File: src/rtl/bias_bank_pkg.sv
// Shared definitions for the bias_bank block: default bias word width and
// the load-control FSM state encoding.
package bias_bank_pkg;

  localparam int unsigned BiasW = 18;

  typedef enum logic [1:0] {
    StIdle,
    StLoad,
    StDone
  } state_e;

endpackage

File: src/rtl/bias_bank_wr_ptr.sv
// Write pointer for the bias store: walks channel-within-group, then group,
// and wraps to entry 0 after the last entry. Clear has priority over increment.
module bias_bank_wr_ptr #(
  parameter int unsigned N_adder_tree = 16,
  parameter int unsigned N_GROUPS     = 4,
  localparam int unsigned NumEntries  = N_GROUPS * N_adder_tree,
  localparam int unsigned IdxW        = (NumEntries > 1) ? $clog2(NumEntries) : 1,
  localparam int unsigned GrpW        = (N_GROUPS > 1) ? $clog2(N_GROUPS) : 1,
  localparam int unsigned ChW         = (N_adder_tree > 1) ? $clog2(N_adder_tree) : 1
) (
  input  logic            clk,
  input  logic            rst_n,
  input  logic            clr,
  input  logic            inc,
  output logic [IdxW-1:0] idx,
  output logic            last
);

  logic [GrpW-1:0] grp_q, grp_d;
  logic [ChW-1:0]  ch_q, ch_d;
  logic            ch_last, grp_last;

  assign ch_last  = (ch_q == ChW'(N_adder_tree - 1));
  assign grp_last = (grp_q == GrpW'(N_GROUPS - 1));
  assign last     = ch_last && grp_last;
  assign idx      = IdxW'(grp_q) * IdxW'(N_adder_tree) + IdxW'(ch_q);

  // Next pointer: clear, or step channel and carry into group with wrap.
  always_comb begin
    grp_d = grp_q;
    ch_d  = ch_q;
    if (clr) begin
      grp_d = '0;
      ch_d  = '0;
    end else if (inc) begin
      if (ch_last) begin
        ch_d  = '0;
        grp_d = grp_last ? '0 : grp_q + GrpW'(1);
      end else begin
        ch_d = ch_q + ChW'(1);
      end
    end
  end

  // Pointer registers.
  always_ff @(posedge clk or negedge rst_n) begin
    if (!rst_n) begin
      grp_q <= '0;
      ch_q  <= '0;
    end else begin
      grp_q <= grp_d;
      ch_q  <= ch_d;
    end
  end

endmodule

File: src/rtl/bias_bank.sv
// Runtime-loadable multi-group bias store. Biases stream in through a
// valid/ready load port; one whole group is presented per read on q.
// Build option BIAS_BANK_DEFAULT_EN: entries reset to DEFAULT_BIAS and the
// bank comes out of reset already loaded (acts as a constant bias block).
module bias_bank
  import bias_bank_pkg::*;
#(
  parameter int unsigned N_adder_tree = 16,
  parameter int unsigned N_GROUPS     = 4,
  parameter int unsigned W            = BiasW,
  parameter logic [N_GROUPS*N_adder_tree*W-1:0] DEFAULT_BIAS = '0,
  localparam int unsigned SelW        = (N_GROUPS > 1) ? $clog2(N_GROUPS) : 1
) (
  input  logic                      clk,
  input  logic                      rst_n,
  input  logic                      ld_start,
  input  logic                      ld_valid,
  input  logic [W-1:0]              ld_data,
  output logic                      ld_ready,
  output logic                      ld_done,
  input  logic                      grp_valid,
  input  logic [SelW-1:0]           grp_sel,
  output logic                      grp_ready,
  output logic                      q_valid,
  output logic                      q_err,
  output logic [N_adder_tree*W-1:0] q
);

  localparam int unsigned NumEntries = N_GROUPS * N_adder_tree;
  localparam int unsigned IdxW       = (NumEntries > 1) ? $clog2(NumEntries) : 1;
  localparam logic [SelW:0] NumGrp   = (SelW + 1)'(N_GROUPS);

`ifdef BIAS_BANK_DEFAULT_EN
  localparam logic [NumEntries*W-1:0] ResetImage = DEFAULT_BIAS;
  localparam state_e ResetState = StDone;
`else
  localparam logic [NumEntries*W-1:0] ResetImage = '0;
  localparam state_e ResetState = StIdle;
  logic unused_default_bias;
  assign unused_default_bias = ^DEFAULT_BIAS;
`endif

  state_e                    state_q, state_d;
  logic [W-1:0]              mem_q [NumEntries];
  logic [IdxW-1:0]           wr_idx, rd_base;
  logic                      wr_en, wr_last, rd_en, sel_ok;
  logic [N_adder_tree*W-1:0] rd_vec, q_q;
  logic                      q_valid_q, q_err_q;

  assign wr_en  = ld_valid && ld_ready;
  assign rd_en  = grp_valid && grp_ready;
  assign sel_ok = ({1'b0, grp_sel} < NumGrp);

  bias_bank_wr_ptr #(
    .N_adder_tree (N_adder_tree),
    .N_GROUPS     (N_GROUPS)
  ) u_wr_ptr (
    .clk   (clk),
    .rst_n (rst_n),
    .clr   (ld_start),
    .inc   (wr_en),
    .idx   (wr_idx),
    .last  (wr_last)
  );

  // Load FSM next state and handshake outputs; ld_start overrides everything.
  always_comb begin
    state_d   = state_q;
    ld_ready  = 1'b0;
    ld_done   = 1'b0;
    grp_ready = !ld_start;
    unique case (state_q)
      StIdle: ;
      StLoad: begin
        ld_ready  = !ld_start;
        grp_ready = 1'b0;
        if (ld_ready && ld_valid && wr_last) state_d = StDone;
      end
      StDone:  ld_done = 1'b1;
      default: state_d = StIdle;
    endcase
    if (ld_start) state_d = StLoad;
  end

  // FSM state register.
  always_ff @(posedge clk or negedge rst_n) begin
    if (!rst_n) state_q <= ResetState;
    else        state_q <= state_d;
  end

  // Bias storage: flat register array written one word per accepted beat.
  always_ff @(posedge clk or negedge rst_n) begin
    if (!rst_n) begin
      for (int e = 0; e < NumEntries; e++) mem_q[e] <= ResetImage[W*e +: W];
    end else if (wr_en) begin
      mem_q[wr_idx] <= ld_data;
    end
  end

  // Gather the selected group; out-of-range selects are steered to group 0
  // so the array index stays in bounds (the result is discarded anyway).
  always_comb begin
    rd_base = sel_ok ? IdxW'(grp_sel) * IdxW'(N_adder_tree) : '0;
    rd_vec  = '0;
    for (int c = 0; c < N_adder_tree; c++) rd_vec[W*c +: W] = mem_q[rd_base + IdxW'(c)];
  end

  // Read output registers: q holds between reads, q_valid pulses once.
  always_ff @(posedge clk or negedge rst_n) begin
    if (!rst_n) begin
      q_q       <= '0;
      q_valid_q <= 1'b0;
      q_err_q   <= 1'b0;
    end else begin
      q_valid_q <= rd_en;
      q_err_q   <= rd_en && !sel_ok;
      if (rd_en) q_q <= sel_ok ? rd_vec : '0;
    end
  end

  assign q       = q_q;
  assign q_valid = q_valid_q;
  assign q_err   = q_err_q;

endmodule
File: config.mk
export PLATFORM = sky130hd
export DESIGN_NAME = bias_bank
export DESIGN_NICKNAME = d
export VERILOG_FILES = /design/src/rtl/bias_bank_pkg.sv /design/src/rtl/bias_bank_wr_ptr.sv /design/src/rtl/bias_bank.sv
export SDC_FILE = /design/constraint.sdc
export NUM_CORES = 2
export LEC_CHECK = 0
export CAP_MARGIN = 20
export CORE_MARGIN = 4
export CORE_UTILIZATION = 51
export DETAILED_ROUTE_END_ITERATION = 10
export PLACE_DENSITY = 0.73
export SYNTH_ARGS = -nofsm -noshare
export SYNTH_HDL_FRONTEND = slang
export SYNTH_SLANG_ARGS = --single-unit
File: constraint.sdc
create_clock -name clk -period 5.15 [get_ports clk]
set_clock_uncertainty 0.15 [all_clocks]
set_input_delay 0.515 -clock clk [delete_from_list [all_inputs] [get_ports clk]]
set_output_delay 0.515 -clock clk [all_outputs]
set_load 0.005 [all_outputs]
==> impl_metrics.csv <==
group,metric,value,unit
run_status,status,"completed",
timing,grt_setup_unrepaired,"no",
power,leakagePower,34.84,nW
global_route,grt_usage,0.2276,
floorplanning,die_y,356.4,µm
global_route,grt-ovfl-total,0,
flow_run,cap_viol_max_count,0,
cts,root_buffer,"clkbuf_16",
yosys,ys_ff_latch,1449,
critical_path,start_kind,"register",
timing,slew_violations,0,
power,p_total,23.97,mW
critical_path,crit_fanout,28,
cts,cts_tree,"built",
layout,multi_input_area,24090,µm²
floorplanning,start_util,0.5145,
floorplanning,die_area,127000,µm²
layout,stdcell_count,5607,
power,ir_worst_vdd,0.3224,mV
layout,final_layout_size_suffix_gt1_frac,0.5383,
cts,cts_setup_buffers,0,
detailed_routing,drt-initial-drc-count,1803,
yosys,synthCells,3619,
cts,cts_inserted_buffers,152,
detailed_routing,ant_nets,0,
detailed_routing,routed_wl,141100,µm
floorplanning,io_pins,318,
critical_path,path_cells,"nand2_1, nor4_4, buf_4, mux2_2",
layout,seq_area,36260,µm²
timing,fin_crit,3.334,ns
timing,whs,0.2450,ns
global_route,grt_pass1_wl,220500,µm
detailed_routing,vias,32480,
timing,period_share,0.6473,
floorplanning,floorplan.die.width,356.4,µm
detailed_routing,viasPerCell,5.792,
cts,clk_pin_slew,0.06,ns
placement,port_buffers,316,
global_route,grt_antenna_before_repair,2,
cts,clock-sinks,1449,
global_route,grt_pass1_vias,35000,
timing,setup_tns,0,ns
timing,finalSetupViolCount,0,
global_route,grt_max_degree,152,
detailed_routing,wl_per_cell,25.17,µm
critical_path,required,5.63,ns
yosys,synth-main-ff-cell,"dfrtp_1",
layout,nFillCells,9066,
yosys,yosysUniqueCellTypes,37,
timing,fmax,300.0,MHz
floorplanning,rows,127,
cts,cts_resized,0,
yosys,syn-num-nets,3649,
critical_path,cpMaxStageDelayCell,"dfrtp_1",
detailed_routing,first_pass_iters,4,
cts,worst_skew_pair.late_latency,0.75,ns
critical_path,crit_arrival,3.82,ns
yosys,yosysSeqAreaShare,0.5859,
layout,final_common_cell,"dfrtp_1",
min_path,min_path_type,"input pin to asynchronous set/reset pin",
yosys,synthArstFlopShare,1.000,
power,p_per_area,333.8,nW/µm²
timing,hold_violations,0,
yosys,yosysWarningCount,0,
cts,cts_max_path_buffers,3,
yosys,syn_area_per_cell,17.10,µm²
cts,h-tree-depth,4,
critical_path,worstSetupPathType,"register to register",
placement,gp_routability_congestion,0.7682,
timing,max_slew_margin,0.2975,
layout,final_cell_mix,"1449 x dfrtp_1, 1427 x mux2_2, 295 x clkdlybuf4s50_1, 288 x mux4_2, 157 x clkbuf_16",
yosys,synth_area,61890,µm²
placement,dp.cells,5328,
critical_path,max_stage_delay,1.04,ns
placement,hpwlAfterDp,85830,µm
yosys,synth_edf_count,0,
floorplanning,core-area,120300,µm²
detailed_routing,drc,0,
timing,tightestPinTransition,1.054,ns
critical_path,crit_path_end_kind,"register",
layout,nets,3901,
layout,syn_to_final_growth,16.02,%
==> power by group <==
group / switching (mW) / total (mW) / internal [mW]
clock: 4.59 / 11.4 / 6.80
combinational: 0.631 / 0.975 / 0.345
sequential: 0.0772 / 11.6 / 11.5
total: 5.29 / 24.0 / 18.7
==> critical path, delay by kind of cell, from the launching register on <==
kind | cells | cell delay, ns
simple gates | 2 | 1.29
mux | 1 | 0.36
flops | 1 | 1.04
buf+inv | 1 | 0.36
==> worst paths after layout <==
path | startpoint | end | slack, ns | depth (start not counted)
worst max-delay path | u_wr_ptr.ch_q[3] | mem_q[395] | 1.82 | 4
worst min-delay path | rst_n | q[149] | 0.24 | 2
worst max register to register | u_wr_ptr.ch_q[3] | mem_q[395] | 1.82 | 4
worst min register to register | mem_q[1095] | mem_q[1095] | 0.34 | 1
max in group asynchronous | rst_n | mem_q[232] | 3.13 | 3
min in group clk | mem_q[1095] | mem_q[1095] | 0.34 | 1
==> synth_stat cells (7+ instances only) <==
cell type  number  share of area
dfrtp_1      1449           0.59
mux2_2       1427           0.26
mux4_2        288           0.10
clkbuf_1      154         0.0093
buf_2          94         0.0076
buf_4          37         0.0045
nor3_4         33         0.0087
buf_1          19         0.0012
mux2_1         13         0.0024
nand3_2        13         0.0021
buf_6          12         0.0022
nand4_2        12         0.0024
nor4_4          8         0.0027
nor2b_1         7        0.00071
==> per-layer routing <==
layer / global-route usage / up-vias / routed length, µm
li1: - / 13920 / -
met1: 0.3162 / 17760 / 62180
met2: 0.3768 / 625 / 70020
met3: 0.03972 / 163 / 6096
met4: 0.05714 / 2 / 2792
met5: 0 / - / 14
==> what timing repair did <==
| item | in CTS | in global routing |
|---|---|---|
| endpoints found under the setup margin | 0 | 0 |
| hold buffers | 1 | 0 |
| endpoints found under the hold margin | 131 | 0 |
==> stage by stage <==
| stage | cell area (µm²) | util | setup WS [ns] |
|---|---|---|---|
| 2_1_floorplan | 61890 | - | 2.751 |
| 3_3_place_gp | 66500 | 0.5528 | 1.347 |
| 3_5_place_dp | 66500 | 0.5528 | 1.287 |
| 4_1_cts | 71800 | 0.5969 | 1.809 |
| 5_1_grt | 71800 | 0.5969 | 1.655 |
| 6_report | 71810 | 0.5969 | 1.816 |
==> logic make-up after synthesis <==
family | Yosys count | synth area share
muxes | 1728 | 0.3668
DFF | 1449 | 0.5859
buffers and inverters | 319 | 0.02521
and+or+nand+nor | 105 | 0.01981
AOI/OAI and AO/OA | 11 | 0.001112
adders and majority gates | 5 | 0.001011
other | 1 | 0.00006059
xor gates and xnor gates | 1 | 0.0001415
==> flip-flops by register name, indices dropped and copies added (netlist names) <==
name,flops
mem_q,1152
q,288
u_wr_ptr.ch_q,4
state_q,2
u_wr_ptr.grp_q,2
q_valid,1
==> layout make-up <==
| cell class | instances | area share |
|---|---|---|
| Sequential cell | 1449 | 0.5050 |
| Multi-Input combinational cell | 1851 | 0.3355 |
| Clock buffer | 229 | 0.06447 |
| Timing Repair Buffer | 415 | 0.05757 |
| Tap cell | 1612 | 0.02809 |
| Clock inverter | 46 | 0.009148 |
| Inverter | 2 | 0.0001045 |
| Antenna cell | 3 | 0.0001045 |
Note: power is estimated with default switching activity, not from simulation.
